$ cat src/rtl/axi_pkg.sv
// axi_pkg: shared FSM state encoding and AXI burst/response codes
package axi_pkg;
  typedef enum logic [2:0] {
    ST_IDLE,
    ST_RADDR,
    ST_RDATA,
    ST_WADDR,
    ST_WDATA,
    ST_WRESP,
    ST_DONE
  } state_t;
  localparam logic [1:0] BURST_FIXED = 2'b00;
  localparam logic [1:0] BURST_INCR  = 2'b01;
  localparam logic [1:0] BURST_WRAP  = 2'b10;
  localparam logic [1:0] RESP_OKAY   = 2'b00;
  localparam logic [1:0] RESP_EXOKAY = 2'b01;
  localparam logic [1:0] RESP_SLVERR = 2'b10;
  localparam logic [1:0] RESP_DECERR = 2'b11;
endpackage

$ cat src/rtl/axi_burst_master.sv
// axi_burst_master: single-line AXI INCR burst read/write master
module axi_burst_master
  import axi_pkg::*;
#(
  parameter int ID_W   = 4,
  parameter int ID_VAL = 0,
  parameter int ADDR_W = 32,
  parameter int DATA_W = 32,
  parameter int BEATS  = 1
) (
  input  logic                       clk,
  input  logic                       rst,
  input  logic                       req_read,
  input  logic                       req_write,
  input  logic [ADDR_W-1:0]          addr,
  input  logic [BEATS*DATA_W-1:0]    wdata,
  input  logic [BEATS*DATA_W/8-1:0]  wstrb,
  output logic [BEATS*DATA_W-1:0]    rdata,
  output logic                       stall,
  output logic                       err,
  output logic [ID_W-1:0]            AWID,
  output logic [ADDR_W-1:0]          AWADDR,
  output logic [7:0]                 AWLEN,
  output logic [2:0]                 AWSIZE,
  output logic [1:0]                 AWBURST,
  output logic                       AWVALID,
  input  logic                       AWREADY,
  output logic [DATA_W-1:0]          WDATA,
  output logic [DATA_W/8-1:0]        WSTRB,
  output logic                       WLAST,
  output logic                       WVALID,
  input  logic                       WREADY,
  input  logic [ID_W-1:0]            BID,
  input  logic [1:0]                 BRESP,
  input  logic                       BVALID,
  output logic                       BREADY,
  output logic [ID_W-1:0]            ARID,
  output logic [ADDR_W-1:0]          ARADDR,
  output logic [7:0]                 ARLEN,
  output logic [2:0]                 ARSIZE,
  output logic [1:0]                 ARBURST,
  output logic                       ARVALID,
  input  logic                       ARREADY,
  input  logic [ID_W-1:0]            RID,
  input  logic [DATA_W-1:0]          RDATA,
  input  logic [1:0]                 RRESP,
  input  logic                       RLAST,
  input  logic                       RVALID,
  output logic                       RREADY
);
  localparam int BYTES = DATA_W / 8;
  localparam int BW = BEATS > 1 ? $clog2(BEATS) : 1;
  localparam logic [BW-1:0] LAST = BW'(BEATS - 1);
  state_t state, nxt;
  logic [BW-1:0] beat;
  logic [ADDR_W-1:0] addr_q;
  logic [BEATS*DATA_W-1:0] wdata_q;
  logic [BEATS*BYTES-1:0] wstrb_q;
  logic err_acc, start, r_hs, w_hs, b_hs, resp_bad;
  logic unused_ids;
  assign unused_ids = ^{RID, BID};
  assign ARVALID = state == ST_RADDR;
  assign RREADY  = state == ST_RDATA;
  assign AWVALID = state == ST_WADDR;
  assign WVALID  = state == ST_WDATA;
  assign BREADY  = state == ST_WRESP;
  assign WLAST   = WVALID && beat == LAST;
  assign stall   = (state == ST_IDLE && (req_read || req_write)) || (state != ST_IDLE && state != ST_DONE);
  assign ARID    = ID_W'(ID_VAL);
  assign AWID    = ID_W'(ID_VAL);
  assign ARADDR  = addr_q;
  assign AWADDR  = addr_q;
  assign ARLEN   = 8'(BEATS - 1);
  assign AWLEN   = 8'(BEATS - 1);
  assign ARSIZE  = 3'($clog2(BYTES));
  assign AWSIZE  = 3'($clog2(BYTES));
  assign ARBURST = BURST_INCR;
  assign AWBURST = BURST_INCR;
  assign WDATA   = wdata_q[beat*DATA_W +: DATA_W];
  assign WSTRB   = wstrb_q[beat*BYTES +: BYTES];
  assign r_hs    = RREADY && RVALID;
  assign w_hs    = WVALID && WREADY;
  assign b_hs    = BREADY && BVALID;
  assign start   = state == ST_IDLE && nxt != ST_IDLE;
  assign resp_bad = (r_hs && RRESP != RESP_OKAY) || (b_hs && BRESP != RESP_OKAY);
  // next-state selection; a read request beats a simultaneous write
  always_comb begin
    nxt = state;
    case (state)
      ST_IDLE:  nxt = req_read ? ST_RADDR : req_write ? ST_WADDR : ST_IDLE;
      ST_RADDR: nxt = ARREADY ? ST_RDATA : ST_RADDR;
      ST_RDATA: nxt = (RVALID && RLAST) ? ST_DONE : ST_RDATA;
      ST_WADDR: nxt = AWREADY ? ST_WDATA : ST_WADDR;
      ST_WDATA: nxt = (WREADY && beat == LAST) ? ST_WRESP : ST_WDATA;
      ST_WRESP: nxt = BVALID ? ST_DONE : ST_WRESP;
      default:  nxt = ST_IDLE;
    endcase
  end
  // state register
  always_ff @(posedge clk or negedge rst) begin
    if (!rst) state <= ST_IDLE;
    else state <= nxt;
  end
  // request latch, beat counter, read line assembly and error tracking
  always_ff @(posedge clk or negedge rst) begin
    if (!rst) begin
      beat    <= '0;
      addr_q  <= '0;
      wdata_q <= '0;
      wstrb_q <= '0;
      rdata   <= '0;
      err_acc <= 1'b0;
      err     <= 1'b0;
    end else begin
      if (start) begin
        addr_q  <= addr & ~ADDR_W'(BEATS * BYTES - 1);
        wdata_q <= wdata;
        wstrb_q <= wstrb;
        err_acc <= 1'b0;
        err     <= 1'b0;
      end else begin
        err_acc <= err_acc | resp_bad;
        if (nxt == ST_DONE) err <= err_acc | resp_bad;
      end
      if (r_hs) rdata[beat*DATA_W +: DATA_W] <= RDATA;
      if (r_hs || w_hs) beat <= ((r_hs && RLAST) || beat == LAST) ? '0 : beat + 1'b1;
    end
  end
endmodule

$ cat config.mk
export PLATFORM = sky130hd
export DESIGN_NAME = axi_burst_master
export DESIGN_NICKNAME = d
export VERILOG_FILES = /design/src/rtl/axi_pkg.sv /design/src/rtl/axi_burst_master.sv
export SDC_FILE = /design/constraint.sdc
export NUM_CORES = 1
export LEC_CHECK = 0
export BUFFER_PORTS_ARGS = -buffer_cell sky130_fd_sc_hd__buf_2
export CAP_MARGIN = 40
export CORE_AREA = 2 2 116 118
export DETAILED_ROUTE_END_ITERATION = 6
export DIE_AREA = 0 0 118 120
export PLACE_DENSITY = 0.71
export SLEW_MARGIN = 0
export SYNTH_ARGS = -nofsm -noshare
export SYNTH_HDL_FRONTEND = slang
export SYNTH_SLANG_ARGS = --single-unit
export TNS_END_PERCENT = 30
$ cat constraint.sdc
create_clock -name clk -period 1.9 [get_ports clk]
set_input_delay 0.285 -clock clk [delete_from_list [all_inputs] [get_ports clk]]
set_output_delay 0.285 -clock clk [all_outputs]
set_load 0.02 [all_outputs]
==> impl_metrics.py <==
metrics = {
    "finish": {
        "final_common_cell": "buf_2",
        "register_area_um2": 2610,
        "syn_to_final_growth_pct": 31.8,
        "finalNonFillerCells": 906,
        "fillers": 1224,
        "antenna_cells": 0,
        "drive_gt1_share_pct": 42.5,
        "layout_common_cells": "buf_2 (245), nand2_1 (205), dfrtp_1 (102)",
        "multi_input_area_um2": 1770,
        "final_net_count": 847,
        "final_area_um2": 6360,
    },
    "pwr": {
        "p_per_area_nw_per_um2": 1880,
        "seqPwrFrac_pct": 32.5,
        "power_switching_mw": 5.19,
        "p_clk_share_pct": 16.5,
        "leakagePower_nw": 3.61,
        "total_power_mw": 11.9,
        "p_comb_share_pct": 50.9,
        "power.internal_mw": 6.75,
        "swShare_pct": 43.5,
        "ir_drop_v": 0.000710,
    },
    "clock_network": {
        "worstSkewPairLatency_ns": 0.34,
        "cts_tree": "built",
        "clkSlewWorstSetupHoldPaths_ns": 0.07,
        "cts_made_buffers": 9,
        "cts-root-buf": "clkbuf_16",
        "clockBufferDepth": 2,
        "h-tree-depth": 3,
        "clock_sinks": 104,
        "postCtsHoldBufs": 0,
    },
    "placed_design": {
        "placed_cell_area_um2": 5920,
        "placedCellCount": 882,
        "dp_hpwl_mm": 8.19,
        "numPortBuffers": 247,
        "place_congestion": 0.856,
    },
    "routing": {
        "finalWirelength_mm": 11.3,
        "drc": 0,
        "firstDrtPassIters": 4,
        "drtAntennaViolNets": 0,
        "vias_per_cell": 4.32,
        "wire_per_inst_um": 12.5,
        "vias": 3912,
        "drt-initial-drc-count": 142,
    },
    "synth": {
        "seq_area_frac_synth_pct": 53.9,
        "synth_flop_cell": "dfrtp_1",
        "yosys_warnings": 0,
        "netlist_area_um2": 4820,
        "ys_async_sr_fraction_pct": 100,
        "synth_edf_count": 0,
        "avgSynthCellArea_um2": 9.57,
        "synth.distinct_cells": 31,
        "netlist_instances": 504,
        "ys_ff_latch": 104,
    },
    "setup_path": {
        "worst-path-buf-inv": 2,
        "worst-r2r-cell-count": 6,
        "slowest_stage": "or4_4",
        "crit_arrival_ns": 1.65,
        "critPathMaxStageDelay_ns": 0.52,
        "start_kind": "register",
        "cp-end-kind": "output pin",
        "crit_chain": "buf_6, nor2b_4, or4_4, buf_6",
        "r2r_end": "rdata[29]",
        "cp_common_cell": "buf_6",
        "cp.required_ns": 1.62,
        "ff2ff_setup_slack_ns": 0.06,
        "path_delay_family": "simple AND/OR/NAND/NOR gates",
        "path_class": "register to output pin",
        "critical_path.max_fanout": 3,
        "timing.rr.start": "state[2]",
    },
    "timing": {
        "max_slew_margin_pct": 63.3,
        "fin_hold_ws_ns": -0.00205,
        "min_period_ns": 1.94,
        "report.final.slew_viol_count": 0,
        "fin_crit_sh_pct": 102,
        "tightest_slew_ns": 0.551,
        "fin_ws_ns": -0.0392,
        "setup_viol": 1,
        "grt_setup_unrepaired": "yes",
        "clock.fmax_mhz": 516,
        "hold_violations": 3,
        "finalClockSkew_ns": 0.0107,
    },
    "worst_hold_path": {
        "hp-class": "input port to asynchronous set/reset pin",
    },
    "grt": {
        "grt_pass1_wl_mm": 18.1,
        "gr-usage-all-layers_pct": 15.9,
        "grt_pass1_vias": 3750,
        "antenna_found_initial": 0,
        "grt.overflow.total": 0,
        "grt_max_degree": 105,
    },
    "floorplanning": {
        "core_area_um2": 13000,
        "floorplan.io_pins": 296,
        "rows": 42,
        "die_h_um": 120,
        "die_area_um2": 14200,
        "start_util_pct": 37.2,
        "die_w_um": 118,
    },
    "status": {
        "status": "finished with violations",
        "violations": "negative hold slack, negative setup slack",
    },
    "flow_run": {
        "max_cap_violations": 0,
    },
}
-- through the flow --
stage	util [%]	setup slack [ns]	TNS (ns)
after floorplan	-	0.210	0
final	49.0	-0.0392	-0.0392
after global placement	45.6	0.0799	0
after global routing	49.0	-0.0817	-0.0875
after CTS	48.8	-0.0566	-0.0654
after detailed placement	45.6	0.0728	0
-- power by group through the flow --
| stage | Clock, mW | Combinational, mW | Sequential (mW) |
|---|---|---|---|
| after floorplan | 0 | 3.56 | 4.66 |
| after global placement | 0 | 5.84 | 3.87 |
| after detailed placement | 0 | 5.91 | 3.93 |
| after CTS | 2.05 | 6.10 | 3.89 |
| after global routing | 2.15 | 6.61 | 4.03 |
| final | 1.97 | 6.08 | 3.88 |
-- worst reg2reg max path, cell delays in order, from the launching register on --
cell and delay [ns]:
dfrtp_1 0.40, and2b_2 0.23, buf_4 0.12, nand3b_1 0.20, nor2_4 0.17, buf_12 0.21, mux2_2 0.39
-- cell families (layout without fill, tap and decap cells) --
| logic type | after synthesis | count (layout) | synth area share (%) |
|---|---|---|---|
| AOI/OAI and AO/OA | 9 | 9 | 1.45 |
| buffers and inverters | 95 | 285 | 13.2 |
| DFF | 104 | 104 | 53.9 |
| muxes | 34 | 34 | 7.88 |
| other | 2 | 38 | 0.156 |
| and+or+nand+nor | 260 | 260 | 23.4 |
-- cell type report --
cell class	count	share of cell area (%)
Clock buffer	10	3.60
Tap cell	176	3.46
Inverter	2	0.118
Timing Repair Buffer	267	22.6
Clock inverter	6	1.46
Sequential cell	104	41.0
Multi-Input combinational cell	341	27.8
-- how the worst max path moves through the flow --
stage	from	endpoint	slack, ns	cells after the start
2_1_floorplan	state[2]	rdata[1]	0.21	6
3_3_place_gp	state[2]	rdata[25]	0.08	5
3_5_place_dp	state[2]	rdata[3]	0.07	5
4_1_cts	state[2]	stall	-0.06	4
5_1_grt	state[2]	stall	-0.08	3
6_report	state[2]	stall	-0.04	4
-- routing by layer --
layer	vias to the layer above	global-route usage (%)	routed length, µm
li1	1907	-	-
met1	1817	18.3	4560
met2	172	28.4	5710
met3	16	4.09	797
met4	0	6.02	215
met5	-	0	0
-- flip-flops by register name, summed over array words and instances (netlist names) --
name     flops
beat         1
err_acc      1
wstrb_q      4
ARADDR      30
state        3
wdata_q     32
rdata       32
err          1
-- what timing repair did --
item,CTS,global route
setup endpoints to repair,1,65
buffers inserted,6,2
resized for setup,11,4
pin swaps,2,4
cloned,0,0
-- cells in the mapped netlist, drive strengths merged, types with 2 or more instances --
| cell type | instances | share of area (%) |
|---|---|---|
| conb | 2 | 0.16 |
| dfrtp | 104 | 54 |
| nor2b | 39 | 5.1 |
| inv | 2 | 0.16 |
| nor2 | 4 | 0.36 |
| nand2 | 205 | 16 |
| mux2 | 32 | 7.5 |
| nor3b | 2 | 0.31 |
| mux2i | 2 | 0.41 |
| nand3b | 2 | 0.31 |
| or4 | 2 | 0.31 |
| buf | 82 | 12 |
| clkbuf | 11 | 0.86 |
Note: power is estimated with default switching activity, not from simulation.
